===== src/rtl/pclk_pkg.sv =====
// pclk_pkg: shared types and interval decode for the four-phase power-clock sequencer.
package pclk_pkg;

    localparam int NPHASE = 4;

    typedef enum logic [1:0] {
        WAIT  = 2'd0,
        EVAL  = 2'd1,
        HOLD  = 2'd2,
        RECOV = 2'd3
    } lvl_t;

    typedef enum logic [1:0] {
        IDLE,
        STARTUP,
        RUN,
        DRAIN
    } seq_state_t;

    // Interval i = (q - k) mod 4 maps 0..3 to EVAL, HOLD, RECOV, WAIT, which is simply code = i + 1.
    function automatic lvl_t lvl_of(input logic [1:0] q, input logic [1:0] k);
        return lvl_t'(q - k + 2'd1);
    endfunction

endpackage


===== src/rtl/pclk_quarter_timer.sv =====
// pclk_quarter_timer: tick counter over one quarter-interval and the 2-bit quarter index q.
module pclk_quarter_timer
    import pclk_pkg::*;
#(
    parameter int QW = 8
) (
    input  logic          clk,
    input  logic          reset,
    input  logic          clear,
    input  logic          run,
    input  logic [QW-1:0] qlen,
    output logic [1:0]    q,
    output logic [QW-1:0] tick,
    output logic          last_tick
);

    logic [1:0]    q_d, q_q;
    logic [QW-1:0] tick_d, tick_q;

    assign last_tick = run && (tick_q == qlen - QW'(1));
    assign q         = q_q;
    assign tick      = tick_q;

    always_comb begin
        tick_d = (clear || last_tick) ? '0 : run ? tick_q + QW'(1) : tick_q;
        q_d    = clear ? 2'd0 : last_tick ? q_q + 2'd1 : q_q;
    end

    always_ff @(posedge clk or posedge reset) begin
        if (reset) begin
            q_q    <= 2'd0;
            tick_q <= '0;
        end else begin
            q_q    <= q_d;
            tick_q <= tick_d;
        end
    end

endmodule


===== src/rtl/pclk_phase_seq.sv =====
// pclk_phase_seq: four-phase power-clock sequencer with phased start-up and drain-to-WAIT stop.
module pclk_phase_seq
    import pclk_pkg::*;
#(
    parameter int QW = 8
) (
    input  logic          clk,
    input  logic          reset,
    input  logic          start_req,
    input  logic [QW-1:0] quarter_len,
    output logic          start_ack,
    input  logic          stop_req,
    output logic          stop_ack,
    output logic [7:0]    pc_lvl,
    output logic [3:0]    sample_pulse,
    output logic          busy
);

    seq_state_t        state_d, state_q;
    logic [NPHASE-1:0] active_d, active_q;
    logic [QW-1:0]     qlen_d, qlen_q;
    logic              start_ack_d, start_ack_q;
    logic              stop_ack_d, stop_ack_q;
    logic              busy_d, busy_q;
    logic [1:0]        q;
    logic [QW-1:0]     tick;
    logic              last_tick;

    pclk_quarter_timer #(.QW(QW)) u_timer (
        .clk       (clk),
        .reset     (reset),
        .clear     (stop_ack_d),
        .run       (state_q != IDLE),
        .qlen      (qlen_q),
        .q         (q),
        .tick      (tick),
        .last_tick (last_tick)
    );

    always_comb begin
        state_d     = state_q;
        active_d    = active_q;
        qlen_d      = qlen_q;
        start_ack_d = 1'b0;
        stop_ack_d  = 1'b0;
        case (state_q)
            IDLE: if (start_req) begin
                state_d     = STARTUP;
                active_d    = 4'b0001;
                qlen_d      = (quarter_len == '0) ? QW'(1) : quarter_len;
                start_ack_d = 1'b1;
            end
            STARTUP: if (last_tick) begin
                active_d[q + 2'd1] = 1'b1;
                state_d            = (q == 2'd2) ? RUN : STARTUP;
            end
            RUN: state_d = stop_req ? DRAIN : RUN;
            DRAIN: begin
                // A phase parks only as it leaves RECOV, so EVAL and HOLD always run to completion.
                for (int k = 0; k < NPHASE; k++)
                    if (last_tick && lvl_of(q, 2'(k)) == RECOV) active_d[k] = 1'b0;
                if (active_d == '0) begin
                    state_d    = IDLE;
                    stop_ack_d = 1'b1;
                end
            end
            default: state_d = IDLE;
        endcase
        busy_d = (state_d != IDLE);
    end

    always_ff @(posedge clk or posedge reset) begin
        if (reset) begin
            state_q     <= IDLE;
            active_q    <= '0;
            qlen_q      <= QW'(1);
            start_ack_q <= 1'b0;
            stop_ack_q  <= 1'b0;
            busy_q      <= 1'b0;
        end else begin
            state_q     <= state_d;
            active_q    <= active_d;
            qlen_q      <= qlen_d;
            start_ack_q <= start_ack_d;
            stop_ack_q  <= stop_ack_d;
            busy_q      <= busy_d;
        end
    end

    always_comb begin
        for (int k = 0; k < NPHASE; k++) begin
            pc_lvl[2*k +: 2] = active_q[k] ? lvl_of(q, 2'(k)) : WAIT;
            sample_pulse[k]  = active_q[k] && last_tick && (lvl_of(q, 2'(k)) == HOLD);
        end
    end

    assign start_ack = start_ack_q;
    assign stop_ack  = stop_ack_q;
    assign busy      = busy_q;

endmodule


===== config.mk =====
export PLATFORM = sky130hd
export DESIGN_NAME = pclk_phase_seq
export DESIGN_NICKNAME = d
export VERILOG_FILES = /design/src/rtl/pclk_pkg.sv /design/src/rtl/pclk_quarter_timer.sv /design/src/rtl/pclk_phase_seq.sv
export SDC_FILE = /design/constraint.sdc
export NUM_CORES = 1
export LEC_CHECK = 0
export BUFFER_PORTS_ARGS = -buffer_cell sky130_fd_sc_hd__clkbuf_2
export CAP_MARGIN = 20
export CELL_PAD_IN_SITES_DETAIL_PLACEMENT = 0
export CELL_PAD_IN_SITES_GLOBAL_PLACEMENT = 1
export CORE_ASPECT_RATIO = 0.7
export CORE_MARGIN = 2
export CORE_UTILIZATION = 43
export DETAILED_ROUTE_END_ITERATION = 6
export HOLD_SLACK_MARGIN = 0.15
export MAX_ROUTING_LAYER = met4
export PLACE_DENSITY_LB_ADDON = 0.1
export SLEW_MARGIN = 5
export SYNTH_ARGS = -nofsm -noshare
export SYNTH_HDL_FRONTEND = slang
export SYNTH_SLANG_ARGS = --single-unit
export TNS_END_PERCENT = 10

===== constraint.sdc =====
create_clock -name clk -period 3.1 [get_ports clk]
set_clock_uncertainty 0.2 [all_clocks]
set_input_delay 0.62 -clock clk [delete_from_list [all_inputs] [get_ports clk]]
set_output_delay 0.62 -clock clk [all_outputs]
set_load 0.02 [all_outputs]

Yosys cells after proc, flatten, opt, wreduce, memory -nomap -nowiden
Cells that the tools add are included.

Input bits: 12. Output and inout port bits: 15. Logic and storage cells: 92. Flip-flop bits (word level): 27.

Order comparisons: 2. Reductions and logical operators: 25. Multiplexer cells: 32. Equal/unequal tests: 15. Bitwise logic cells: 1. Add/subtract/negate cells: 9.

Operators with widths (number): $mux 8 (3); $eq 2x2->1 const B (11); $mux 2 (10); $logic_and 1x1->1 (14); $mux 1 (14); $pmux 4 s3 (1); $add 2x1->2 const B (4); $add 8x1->8 const B (1); $eq 8x8->1 (1); $logic_not 8->1 (1); $mux 4 (2); $pmux 2 s4 (1); $reduce_bool 2->1 (4); $sub 8x1->8 const B (1); $logic_not 4->1 (1); $ne 2x2->1 const B (2); $or 4x4->4 (1); $sub 2x2->2 const B (2); $lt 2x3->1 const B (1); $reduce_and 3->1 (1); $reduce_bool 3->1 (1); $demux 1 s2 (1); $eq 2x1->1 const B (1); $ge 2x1->1 const B (1); 4 further kinds (4).

Longest topological paths before layout
Word-level depth: 11. Gate-level depth with buffers: 11. Depth with buffers taken out: 9.

By module
A second synthesis with hierarchy kept.

Cell total of the unflattened synthesis: 171. Area total of the unflattened synthesis: 1662.8 um^2.

Modules (own cells, without submodules): pclk_phase_seq (instances 1, cells each 90, area each 930.9 um^2); pclk_quarter_timer (instances 1, cells each 81, area each 732.0 um^2).

Least setup slack after synthesis
Ideal clock, no wire load.

Path kind: reg2out. From: register qlen_q[0]. To: output sample_pulse[1]. Arrival time: 2.348 ns. Cell stages (with the launch flop): 8. Buffers on the path: 0. Slack: -0.068 ns. Required time: 2.280 ns. Cells stage by stage: dfstp_2 > inv_1 > ha_1 > nor3b_1 > xnor2_1 > a2111oi_4 > o211ai_2 > nor4_1.

Longest elaborated chain between the ends: 5.

RTL lines: from (decl) (line pclk_phase_seq.sv:21) `logic [QW-1:0] qlen_d, qlen_q;`; from (signal assigned) (line pclk_phase_seq.sv:83) `qlen_q <= qlen_d;`; $sub 8x1->8 (line pclk_quarter_timer.sv:20) `assign last_tick = run && (tick_q == qlen - QW'(1));`; $eq 8x8->1 (line pclk_quarter_timer.sv:20); $logic_and 1x1->1 (line pclk_quarter_timer.sv:20); $logic_and 1x1->1 (2 in series) (line pclk_phase_seq.sv:93) `sample_pulse[k] = active_q[k] && last_tick && (lvl_of(q, 2'(k)) == HOLD);`; to (decl) (line pclk_phase_seq.sv:15) `output logic [3:0] sample_pulse,`.

No other way between the ends.

Final worst setup path
From: register qlen_q[0]. To: output sample_pulse[0].

The elaborated chain is that of the path after synthesis.

==> flow_summary.toml <==
[global_routing]
antenna_found_initial = 0
grt_pass1_vias = 1372
grt_pass1_wl_um = 6941
grt_remaining_overflow = 0
grt_max_degree = 28
grt_util_all_layers_pct = 20.47

[synth]
synth-compound-area-share_pct = 17.22
mappedNetlistArea_sq_um = 1700
synth_cells = 176
avgSynthCellArea_sq_um = 9.661
yosys.area_share.simple_pct = 21.19
ys_warn_count = 0
synthAdderAreaFrac_pct = 6.623
ys_seq_area_share_pct = 39.81
synth_edf_count = 0
synth_nets = 197
synth_ff_type = "dfrtp_1"
synth_top_family_by_area = "simple AND/OR/NAND/NOR gates"
synthMuxAreaShare_pct = 3.826
synthArstFlopShare_pct = 100.0
synth_cell_types = 49
synth-seq-cells = 27
synth_xor_area_share_pct = 6.696

[detailed_routing]
routed.top_layer = "met4"
drt-met1-wl_um = 2123
drt-wirelength-per-cell_um = 15.55
dr.pass1.iters = 4
avgViaCountPerCell = 5.390
drc = 0
dr_wl_met2_um = 1833
routed-wl-met3_um = 212
ant_nets = 0
drt_iter0_drc = 130
vias = 1450
routed_wirelength_um = 4184

[job]
drv_cap = 0

[outcome]
failed_checks = "setup timing"
outcome = "complete, but fails checks"

[cts]
clock-root-buffer = "clkbuf_8"
htreeDepth = 1
cts_buffers = 3
cts_tree = "built"
cts_max_path_buffers = 2
cts.sinks = 27
path_clk_slew_ps = 100
clock_latency_ps = 280

[sta]
fin_ws_ps = -54.97
slew_headroom_pct = 73.14
worstMarginPinSlew_ps = 402.8
layout_worst_path_cycle_share_pct = 101.8
rsz0062_at_grt = "yes"
fmax_ghz = 0.3170
setup_viol_count_final = 4
hold_violations = 0
fin_crit_ps = 3155
slew_violations = 0

[place]
port_buffers = 26
globalplace.congestion = 0.9536
hpwl_um = 2895
pre_cts_ws_ps = 26.84

[power]
p_leak_nw = 0.9758
p_switching_mw = 0.8043
p_comb_share_pct = 51.1
intPower_mw = 0.9991
pwr-share-clk_pct = 11.8
power_frac_seq_pct = 37.1
sw_frac_of_total_pct = 44.60
p_per_area_nw_per_um2 = 843.4
vdd_drop_max_mv = 0.3910
fin_total_pwr_mw = 1.803

[layout]
n_antenna_cell = 0
finalNetCount = 239
num-fill-cells = 358
drive_gt1_share_pct = 32.26
area_growth_pct = 25.75

[critical_path]
path_max_fanout = 5
cp-end-kind = "output port"
critical_path_class = "reg2out"
start_kind = "flop"
cp.arrival_ps = 2330
worstPathRequired_ps = 2280

[hold_path]
hp-class = "in2async"

[floorplanning]
initial_utilization_pct = 44.15
die_h_um = 56.61
core_sq_um = 3851
dieArea_sq_um = 4481
ios = 27
core.rowCount = 19
dieWidth_um = 79.16
-- cells in the mapped netlist (all sizes together) (2+ instances only) --
cell | count | area share, %
clkbuf | 4 | 0.88
o211ai | 2 | 1.2
xor2 | 4 | 2.1
buf | 2 | 1.1
mux2 | 4 | 2.6
a31oi | 2 | 1.1
and2 | 4 | 1.5
nor4 | 3 | 2.0
o31ai | 2 | 1.2
and3 | 5 | 1.8
nor2 | 20 | 4.6
dfrtp | 26 | 38
nand2 | 10 | 2.2
a311oi | 2 | 1.0
nor2b | 2 | 0.74
a311o | 2 | 1.2
nor3 | 7 | 2.1
nor4b | 2 | 1.9
inv | 12 | 2.6
mux2i | 2 | 1.2
nand3 | 5 | 1.5
o21ai | 9 | 2.6
or3 | 2 | 0.74
xnor2 | 9 | 4.6
ha | 9 | 6.6
a21oi | 9 | 2.6
-- cell families after synthesis --
kind of cell | after synthesis
DFF | 27
and+or+nand+nor | 65
buffers and inverters | 18
muxes | 6
adders and majority gates | 9
AOI/OAI and AO/OA | 38
xor gates and xnor gates | 13
-- metrics by stage --
step	instance area, sq um	TNS (ps)	utilization [%]	hold slack, ps	cells
after floorplan	1707	-8.760	-	301.1	176
after global placement	1943	0	50.45	313.7	258
after detailed placement	1943	0	50.45	327.9	258
after CTS	2115	-127.3	54.91	203.7	269
after global routing	2138	-436.0	55.52	218.6	269
final	2138	-158.5	55.52	188.2	269
-- registers in the layout, summed over array words and instances (netlist names) --
signal	cells
busy	1
active_q	4
u_timer.tick	8
state_q	2
start_ack	1
qlen_q	8
stop_ack	1
u_timer.q	2
-- critical path, cell delays in order, from the launching register on --
cell	delay, ps
dfstp_2	550
inv_2	50
ha_4	170
a21o_1	190
a2111oi_4	390
o211ai_2	200
nor2_4	190
and3_1	190
clkbuf_8	140
-- cell usage in the layout (no fill, tap or decap), types with 2 or more instances in the layout --
cell and count:
nor4_4 2, and3_4 2, mux2_2 4, a311oi_1 2, o21ai_0 9, and2_1 4
nand2_1 10, a21oi_1 9, nand3_1 4, buf_8 2, nor2b_1 2, buf_4 17
xor2_1 4, and3_1 3, ha_1 8, nor3_1 7, xnor2_1 8, dfrtp_1 23
mux2i_1 2, or3_1 2, a311o_1 2, dfrtp_2 3, clkbuf_8 4, inv_1 11
clkbuf_2 22, nor2_1 19
-- routing by layer --
metal | track usage, % | vias to the layer above
met5 | - | -
met4 | 2.217 | 0
met2 | 28.57 | 42
li1 | - | 713
met3 | 3.537 | 2
met1 | 32.03 | 693
-- path summary, 6_finish.rpt --
check	startpoint	endpoint	slack, ps	cells past startpoint
worst max-delay path	qlen_q[0]	sample_pulse[0]	-50	8
worst min-delay path	reset	u_timer.q[0]	190	3
worst max register to register	qlen_q[0]	u_timer.tick[0]	120	11
worst min register to register	qlen_q[0]	qlen_q[0]	340	2
max in group asynchronous	reset	qlen_q[0]	2210	3
min in group clk	qlen_q[0]	qlen_q[0]	340	2
-- repair_timing --
action,4_1_cts,5_1_grt
pin swaps,7,3
setup endpoints to repair,4,4
setup buffers,7,0
hold buffers,0,0
resized for setup,18,6
-- area by class of cell --
type / count / area (sq um) / share of cell area (%)
Clock buffer: 3 / 41.29 / 1.931
Timing Repair Buffer: 43 / 292.8 / 13.69
Tap cell: 52 / 65.06 / 3.043
Inverter: 12 / 45.04 / 2.106
Multi-Input combinational cell: 131 / 1005 / 46.99
Clock inverter: 1 / 8.758 / 0.4096
Sequential cell: 27 / 680.7 / 31.83
-- power by group through the flow --
stage | Sequential [mW] | Combinational [mW] | Clock [mW]
floorplan | 0.608 | 0.646 | 0
global route | 0.688 | 1.02 | 0.235
global placement | 0.668 | 0.793 | 0
finish | 0.669 | 0.921 | 0.213
CTS | 0.660 | 0.890 | 0.220
detailed placement | 0.672 | 0.800 | 0
Note: power is estimated with default switching activity, not from simulation.
